**src/rtl/lifo_stack_param.sv**
```systemverilog
// Parametrised LIFO stack with register storage. Top-of-stack is presented
// combinationally, and the status flags are decoded from count. Overflow and
// underflow are registered single-cycle pulses. When push and pop occur
// together on a non-empty stack, the top entry is replaced.
//
// push/pop semantics: these are requests with no ready handshake. A request
// that cannot be honoured (push while full, pop while empty) leaves all state
// unchanged and raises the matching pulse one cycle later.
module lifo_stack_param #(
  parameter int WIDTH     = 11,
  parameter int DEPTH     = 16,
  parameter int AFULL_LVL = 14,
  localparam int CNT_W    = $clog2(DEPTH + 1)
) (
  input  logic             clk,
  input  logic             rst,
  input  logic             clr,
  input  logic             push,
  input  logic             pop,
  input  logic [WIDTH-1:0] din,
  output logic [WIDTH-1:0] dout,
  output logic [CNT_W-1:0] count,
  output logic             empty,
  output logic             full,
  output logic             almost_full,
  output logic             overflow,
  output logic             underflow
);

  localparam int IDX_W = (DEPTH > 1) ? $clog2(DEPTH) : 1;
  localparam logic [CNT_W-1:0] DEPTH_C = CNT_W'(DEPTH);
  localparam logic [CNT_W-1:0] AFULL_C = CNT_W'(AFULL_LVL);
  localparam logic [CNT_W-1:0] ONE_C   = CNT_W'(1);

  logic [WIDTH-1:0] mem [DEPTH];

  logic [IDX_W-1:0] top_idx;
  logic [IDX_W-1:0] wr_idx;
  logic             wr_en;
  logic [CNT_W-1:0] count_nxt;
  logic             ovf_nxt;
  logic             unf_nxt;

  // Status and top-of-stack are pure decodes of count and storage.
  assign empty       = (count == '0);
  assign full        = (count == DEPTH_C);
  assign almost_full = (count >= AFULL_C);
  assign top_idx     = IDX_W'(count - ONE_C);
  assign dout        = empty ? '0 : mem[top_idx];

  // Decode the push/pop request against the current occupancy.
  always_comb begin
    wr_en     = 1'b0;
    wr_idx    = '0;
    count_nxt = count;
    ovf_nxt   = 1'b0;
    unf_nxt   = 1'b0;
    case ({push, pop})
      2'b10: begin
        if (!full) begin
          wr_en     = 1'b1;
          wr_idx    = IDX_W'(count);
          count_nxt = count + ONE_C;
        end else begin
          ovf_nxt = 1'b1;
        end
      end
      2'b01: begin
        if (!empty) begin
          count_nxt = count - ONE_C;
        end else begin
          unf_nxt = 1'b1;
        end
      end
      2'b11: begin
        wr_en = 1'b1;
        if (empty) begin
          // Nothing to pop, so this behaves as a plain push into slot 0.
          wr_idx    = '0;
          count_nxt = ONE_C;
        end else begin
          // Replace the top entry; occupancy is unchanged, even when full.
          wr_idx = top_idx;
        end
      end
      default: ;
    endcase
  end

  // Occupancy and pulse registers: rst beats clr, and clr beats push/pop.
  always_ff @(posedge clk) begin
    if (rst || clr) begin
      count     <= '0;
      overflow  <= 1'b0;
      underflow <= 1'b0;
    end else begin
      count     <= count_nxt;
      overflow  <= ovf_nxt;
      underflow <= unf_nxt;
    end
  end

  // Storage has no reset. Writes are suppressed while rst or clr is active.
  always_ff @(posedge clk) begin
    if (!rst && !clr && wr_en) begin
      mem[wr_idx] <= din;
    end
  end

endmodule
```
**config.mk**
```make
export PLATFORM = sky130hd
export DESIGN_NAME = lifo_stack_param
export DESIGN_NICKNAME = d
export VERILOG_FILES = /design/src/rtl/lifo_stack_param.sv
export SDC_FILE = /design/constraint.sdc
export NUM_CORES = 1
export LEC_CHECK = 0
export BUFFER_PORTS_ARGS = -buffer_cell sky130_fd_sc_hd__buf_2
export CAP_MARGIN = 20
export CORE_UTILIZATION = 35
export DETAILED_ROUTE_END_ITERATION = 10
export HOLD_SLACK_MARGIN = 0.06
export SLEW_MARGIN = 5
export SYNTH_ARGS = -nofsm -noshare
export SYNTH_HDL_FRONTEND = slang
export SYNTH_SLANG_ARGS = --single-unit
```
**constraint.sdc**
```tcl
create_clock -name clk -period 4.9 [get_ports clk]
set_clock_uncertainty 0.2 [all_clocks]
set_input_delay 0.98 -clock clk [delete_from_list [all_inputs] [get_ports clk]]
set_output_delay 0.98 -clock clk [all_outputs]
set_load 0.03 [all_outputs]
```
; After elaboration in Yosys (flattened, before gate mapping)
; Memories as Yosys holds them, arrays and structs flattened.
; Index checks and enable logic that the tools add are counted.
[word_totals]
rom_bits = 0
reg_bits = 7
in_bits = 16
n_memories = 1
ram_bits = 176
latch_bits = 0
out_inout_bits = 21
[mem_list]
columns = name, words, word_bits, read_ports, rd_clocked_by_memory_dff, write_ports, line_no
row1 = mem, 16, 11, 1, 0, 1, 35  ; logic [WIDTH-1:0] mem [DEPTH];
[op_classes]
div_mod_pow = 0
addsub = 2
n_reduce_logical = 10
eq_ne = 7
bitwise_logic = 2
mul = 0
n_mux = 14
shifts = 0
n_lt_le_gt_ge = 1
[op_table]
columns = op, n
row1 = $mux 5, 3
row2 = $pmux 5 s3, 1
row3 = $mux 11, 1
row4 = $mux 4, 2
row5 = $pmux 4 s2, 1
row6 = $ne 2x2->1 const B, 3
row7 = $add 5x1->5 const B, 1
row8 = $eq 5x5->1 const B, 1
row9 = $ge 5x4->1 const B, 1
row10 = $logic_not 5->1, 1
row11 = $mux 1, 5
row12 = $sub 5x1->5 const B, 1
row13 = $eq 2x2->1 const B, 2
row14 = $reduce_and 4->1, 1
row15 = $reduce_or 2->1, 2
row16 = $reduce_bool 3->1, 1
row17 = $eq 2x1->1 const B, 1
row18 = $logic_and 1x1->1, 2
row19 = $logic_not 1->1, 2
row20 = $not 1->1, 2
row21 = $pmux 1 s2, 1
row22 = $logic_or 1x1->1, 1

; Depth between registers and ports, before layout
; Gate-level depths: netlist (run 1).
[depth]
depth_word = 6
mapped_depth = 10
depth_no_buf = 7

; Least setup slack after synthesis (run 1)
; Ideal clock, no wire load.
[synth_path]
kind = flip-flop to output port
from = reg count[0]
to = out dout[5]
stages_incl_launch_ff = 11
path_slack_ns = 0.561
t_arrival_ns = 3.159
required_time_ns = 3.720
cell_sequence = dfxtp_1 -> buf_2 -> buf_4 -> buf_4 -> inv_1 -> ha_1 -> buf_1 -> clkbuf_1 -> mux4_2 -> mux2i_1 -> o22ai_1
[synth_via]
elab_chain_len = 3
word_cells_on_any_way = 4
classes_between = add/sub: 1 / mux: 1 / reduce/logical: 1 / memory: 1
[synth_rtl]
columns = item, line_no
row1 = start: declaration, 22  ; output logic [CNT_W-1:0] count,
row2 = start signal: assignment, 97  ; count <= count_nxt;
row3 = $sub 5x1->5, -
row4 = $mem_v2 16x11, -
row5 = $mux 11 (*), 49  ; assign dout = empty ? '0 : mem[top_idx];
row6 = end: declaration, 21  ; output logic [WIDTH-1:0] dout,
; Mark *: on every way between the ends. The rest lies on a longest branch, timed or not.

; Final worst setup path (run 1)
[layout_path]
from = reg count[1]
to = out dout[7]
; The elaborated chain is that of the path after synthesis.

==> results of run 1 <==
path summary, 6_finish.rpt:
kind / slack, ns / startpoint / cells past startpoint / to
min: 0.41 / count[0] / 2 / count[0]
max: 0.68 / count[1] / 7 / dout[7]
max reg2reg: 1.63 / count[2] / 5 / mem[11][6]
min reg2reg: 0.41 / count[0] / 2 / count[0]
cells in the final DEF, fill, tap and decap left out, types with 2 or more instances in the layout:
master / n
nand3_1: 2
nand2b_1: 5
clkinvlp_4: 2
a21boi_0: 2
a21oi_1: 8
nor3b_1: 3
inv_6: 5
edfxtp_1: 176
inv_8: 2
o32a_1: 2
nand3b_1: 2
clkbuf_16: 17
nor2b_1: 3
nor3_2: 4
nor3_1: 5
o22ai_1: 12
buf_2: 36
mux2i_1: 25
clkinv_8: 2
a211oi_1: 2
or2_2: 3
ha_1: 3
mux4_2: 44
nor2_1: 20
o21ai_0: 7
inv_1: 5
nand2_1: 6
dfxtp_1: 6
buf_4: 21
o32ai_1: 3
sequential cells by signal (all words and copies together) (netlist names):
name	cells
overflow	1
count	5
mem	176
underflow	1
power by group:
part	internal (W)	total, W	switching (W)
logic	0.000154	0.000385	0.000231
registers	0.00172	0.00173	0.00000992
clock network	0.000721	0.00134	0.000621
cell families (layout without fill, tap and decap cells):
group                    count (synthesis)  count (layout)  synth area share, %
flip-flops                             183             183                 71.4
multiplexers                            69              69                 16.3
AND/OR/NAND/NOR                         66              66                 5.10
AO/OA/AOI/OAI                           50              50                 4.53
buffers and inverters                   28              94                 1.81
adder cells (fa/ha/maj)                  4               4                0.658
XOR/XNOR                                 2               2                0.230
layer usage:
layer / GRT usage [%] / vias to the layer above / part of all wire [%]
met4: 4.74 / 0 / 1.1
met2: 26.2 / 150 / 49
met3: 3.76 / 16 / 9.2
li1: - / 1771 / -
met5: 0 / - / 0
met1: 21.1 / 2052 / 41
layout make-up:
| cell class | instances | area share [%] |
|---|---|---|
| well taps | 275 | 3.92 |
| inverters | 5 | 0.214 |
| flip-flops and latches | 183 | 61.8 |
| repair buffers | 57 | 3.85 |
| clock buffers | 17 | 4.85 |
| clock inverters | 15 | 1.84 |
| multi-input cells | 191 | 23.5 |
through the flow:
stage,hold slack (ns),setup slack [ns],area (um2),cells
6_report,0.410,0.676,8780,743
3_5_place_dp,0.403,1.14,8190,711
3_3_place_gp,0.397,1.20,8190,711
5_1_grt,0.454,0.514,8780,743
4_1_cts,0.414,0.638,8780,743
2_1_floorplan,0.556,0.561,7600,402
critical path, cell delays in order, from the launching register on:
cell and delay (ns):
dfxtp_1 0.50, inv_1 0.19, ha_2 0.35, buf_4 0.56
mux4_2 0.42, mux2i_1 0.21, o22ai_1 0.14, buf_2 0.20
==> metrics.md, run 1 <==
| Metric | Value |
|---|---|
| Status | `finished, final reports clean` |
| Antenna-violating nets left | `0` |
| Top post-synthesis cells by area | `edfxtp_1, mux4_2, mux2i_1, dfxtp_1, nor2_1` |
| First-pass iteration count of the detailed router | `4` |
| CP startpoint kind | `flip-flop` |
| # port buffers | `36` |
| Hold Crit Class | `flip-flop to flip-flop` |
| Multi-input gate area | `slightly above 0.002 mm2` |
| Via count | `~4.0k` |
| Clock Path Buffers | `2` |
| Drt wl/cell | `approximately 22 um` |
| Setup bufs post-CTS | `0` |
| TritonCTS Buffers | `17` |
| Unrepaired setup endpoints after global routing | `false` |
| Syn Area/Cell | `between 15 and 20 um2` |
| Main synth FF type | `edfxtp_1` |
| H-tree depth | `4` |
| Hold-fix buffers at CTS | `0` |
| Core Footprint | `roughly 0.021 mm2` |
| Synth async-reset ratio | `0%` |
| Vias per cell | `~5.4` |
| Drt drc | `0` |
| Worst skew pair latency | `around 0.4 ns` |
| Max frequency | `roughly 240 MHz` |
| Final Power | `approximately 0.0035 W` |
| Worst Max-Slew Pin Slew | `~0.85 ns` |
| Number of cell rows | `53` |
| Overall die width | `~150 um` |
| Cell variety after synth | `56` |
| Max Slew Vio Count | `0` |
| Required @ worst endpoint | `3.72 ns` |
| Die H | `approximately 150 um` |
| Initial antenna violation count | `0` |
| Mapped cell area | `about 0.0076 mm2` |
| Setup TNS | `0 ns` |
| Most frequent cell after synthesis | `edfxtp_1` |
| Yosys top cell by area | `edfxtp_1` |
| # clock sinks | `about 180` |
| WL final | `between 15,000 and 20,000 um` |
| Initial drt markers | `332` |
| GRT overflow | `0` |
| Data arrival time of the worst path | `roughly 3.0 ns` |
| First-pass GRT wire length | `between 20,000 and 30,000 um` |
| GRT Total Usage | `about 16%` |
| Final Critical Period | `4.22 ns` |
| Max Cap Viol | `0` |
| Final #Nets | `475` |
| Final worst-path cycle share | `86.2%` |
| Crit Path Class | `flip-flop to output port` |
| Layout cells sized above 1 | `31.6%` |
| #FFs+latches synth | `~180` |
| Post-Synthesis Cells | `between 400 and 500` |
| Synth-to-layout area growth | `15.5%` |
| Fillers | `between 1.5k and 2k` |
| Final Core Density | `41.5%` |
| HPWL Detailed | `between 9000 and 10,000 um` |
| Reg clk slew, reported paths | `approximately 0.07 ns` |
| Synth warn | `0` |
| Vias in the first global route | `4,076` |
| Ant diodes | `0` |
| Ports | `37` |
| Worst setup EP type | `output port` |
| Root Buffer | `clkbuf_16` |
| Die ar. | `around 0.022 mm2` |
| Post-synthesis sequential area ratio | `71.4%` |
| Routability cong. | `approximately 0.85` |
| Post-synth EDFFs | `176` |
| IR drop worst, VDD | `roughly 0.3 mV` |
| Register Area | `0.00543 mm2` |
| Synthesized Nets | `422` |
| Final setup vio count | `0` |
| Pleak | `2.80 nW` |
| PD cells | `a little under 400 mW/mm2` |
| CTS tree | `built` |
| Max_slew headroom | `a little over two fifths` |
| Largest fanout on the critical path | `between 40 and 50` |
| Top cell type's share of synthesized area | `just under 70%` |
| Final hold violation count | `0` |
| CTS resizes | `0` |
| Initial core utilization | `around 36%` |
| Largest net degree at the start of global routing | `50` |
| Synth top cells by count | `edfxtp_1, mux4_2, mux2i_1` |
Note: power is estimated with default switching activity, not from simulation.
==> run 2: changes to the inputs <==
CELL_PAD_IN_SITES_DETAIL_PLACEMENT = 0   (was default)
CELL_PAD_IN_SITES_GLOBAL_PLACEMENT = 1   (was default)
PLACE_DENSITY_LB_ADDON = 0.1   (was default)
==> metrics.md, run 2 (same netlist as run 1, synthesis figures left out) <==
| Metric | Value |
|---|---|
| Overall die width | `149 um (unchanged)` |
| Max frequency | `225 MHz (was 237 MHz)` |
| Number of cell rows | `53 (unchanged)` |
| Initial drt markers | `368 (was 332)` |
| Drt drc | `0 (unchanged)` |
| Worst Reg-to-Reg Cells | `6 (was 5)` |
| Hold Crit Class | `flip-flop to flip-flop (unchanged)` |
| Largest register by flop count | `mem (unchanged)` |
| Setup bufs post-CTS | `0 (unchanged)` |
| Crit Path Class | `flip-flop to output port (unchanged)` |
| Final Critical Period | `4.45 ns (was 4.22 ns)` |
| Final hold violation count | `0 (unchanged)` |
| GRT overflow | `0 (unchanged)` |
| Worst setup EP type | `output port (unchanged)` |
| First-pass GRT wire length | `26,600 um (was 25,100 um)` |
| Commonest non-fill, non-tap cell in the layout | `edfxtp_1 (unchanged)` |
| # clock sinks | `183 (unchanged)` |
| Max Slew Vio Count | `0 (unchanged)` |
| IR drop worst, VDD | `0.253 mV (was 0.300 mV)` |
| Reg clk slew, reported paths | `0.07 ns (about the same)` |
| Worst Max-Slew Pin Slew | `0.889 ns (was 0.848 ns)` |
| Drt wl/cell | `24.1 um (was 22.3 um)` |
| Final #Nets | `479 (was 475)` |
| WL final | `17,900 um (was 16,500 um)` |
| Die ar. | `0.0223 mm2 (unchanged)` |
| CP startpoint kind | `flip-flop (unchanged)` |
| Max_slew headroom | `40.7% (was 43.5%)` |
| Ports | `37 (unchanged)` |
| CTS tree | `built (unchanged)` |
| TritonCTS Buffers | `17 (unchanged)` |
| Status | `finished, final reports clean (unchanged)` |
| Worst R2R Start | `count[1] (was count[2])` |
| Ant diodes | `0 (unchanged)` |
| Synth-to-layout area growth | `16.6% (was 15.5%)` |
| Initial antenna violation count | `0 (unchanged)` |
| Max Cap Viol | `0 (unchanged)` |
| Vias per cell | `5.33 (was 5.37)` |
| Final Core Density | `41.9% (was 41.5%)` |
| Largest fanout on the critical path | `31 (was 49)` |
| CP startpoint | `count[1] (unchanged)` |
| Final setup vio count | `0 (unchanged)` |
| Unrepaired setup endpoints after global routing | `false (unchanged)` |
| First-pass iteration count of the detailed router | `4 (unchanged)` |
| Data arrival time of the worst path | `3.27 ns (was 3.04 ns)` |
| Routability cong. | `0.737 (was 0.854)` |
| Vias in the first global route | `4,155 (was 4,076)` |
| # port buffers | `36 (unchanged)` |
| Worst skew pair latency | `0.42 ns (was 0.41 ns)` |
| Clock Path Buffers | `2 (unchanged)` |
| Root Buffer | `clkbuf_16 (unchanged)` |
| PD cells | `411 mW/mm2 (was 394 mW/mm2)` |
| Largest net degree at the start of global routing | `36 (was 50)` |
| Antenna-violating nets left | `0 (unchanged)` |
| Pleak | `2.86 nW (was 2.80 nW)` |
| Die H | `149 um (unchanged)` |
| Final worst-path cycle share | `90.8% (was 86.2%)` |
| Hold-fix buffers at CTS | `0 (unchanged)` |
| HPWL Detailed | `11,000 um (was 9560 um)` |
| GRT Total Usage | `17.3% (was 16.0%)` |
| Reg2Reg Setup Slack | `1.40 ns (was 1.63 ns)` |
| End point of the critical path | `dout[2] (was dout[7])` |
| CTS resizes | `0 (unchanged)` |
| Required @ worst endpoint | `3.72 ns (about the same)` |
| H-tree depth | `4 (unchanged)` |
| Setup TNS | `0 ns (unchanged)` |
| Layout cells sized above 1 | `32.1% (was 31.6%)` |
| FF-to-FF End | `mem[1][4] (was mem[11][6])` |
| Most frequent cells in the layout | `edfxtp_1, mux4_2, buf_2, mux2i_1, buf_4 (unchanged)` |
| Via count | `3,971 (was 3,989)` |
| Core Footprint | `0.0212 mm2 (unchanged)` |
| Largest regs | `mem: 176 flops, count: 5 flops (unchanged)` |
| Initial core utilization | `35.9% (unchanged)` |
| Largest register FFs | `176 (unchanged)` |
run 2: cell type report:
| cell class | instances | area (um2) |
|---|---|---|
| clock inverter | 13 | 215 |
| tap | 275 | 344 |
| multi-input combinational | 191 | 2060 |
| inverter | 5 | 18.8 |
| sequential | 183 | 5430 |
| clock buffer | 17 | 425 |
| fill | 1866 | 12300 |
| timing repair buffer | 61 | 368 |
run 2: per-stage QoR:
step / hold WS [ns] / power, W / cells / worst slack [ns] / area [um2]
final: 0.490 / 0.00364 / 745 / 0.451 / 8860
after global routing: 0.535 / 0.00376 / 745 / 0.260 / 8860
after CTS: 0.481 / 0.00368 / 745 / 0.366 / 8860
after detailed placement: 0.466 / 0.00218 / 715 / 0.830 / 8220
after global placement: 0.479 / 0.00218 / 715 / 0.903 / 8220
after floorplan: 0.556 / 0.00204 / 402 / 0.561 / 7600
run 2: metal layers:
layer	vias to the layer above	global-route usage, %	wire length [um]
li1	1773	-	-
met1	2107	23.6	8280
met2	82	27.7	8680
met3	9	3.98	810
met4	0	4.39	157
met5	-	0	0
run 2: worst min-delay path by stage:
stage | slack [ns] | cells after the start | endpoint | from
after floorplan | 0.56 | 3 | count[4] | count[4]
after global placement | 0.48 | 2 | count[4] | count[4]
after detailed placement | 0.47 | 2 | count[4] | count[4]
after CTS | 0.48 | 2 | count[4] | count[4]
after global routing | 0.53 | 2 | count[4] | count[4]
final | 0.49 | 2 | count[4] | count[4]
run 2: report_power, final:
| part | leakage (nW) | internal [W] | switching (W) |
|---|---|---|---|
| clock network | 0.316 | 0.000910 | 0.000596 |
| logic | 0.900 | 0.000160 | 0.000246 |
| registers | 1.64 | 0.00172 | 0.00000684 |
run 2: critical path, stage by stage, from the launching register on:
cell     delay, ns
dfxtp_1       0.50
inv_1         0.18
ha_2          0.94
buf_4         0.38
mux4_2        0.34
mux2i_1       0.18
o22ai_1       0.12
buf_2         0.19
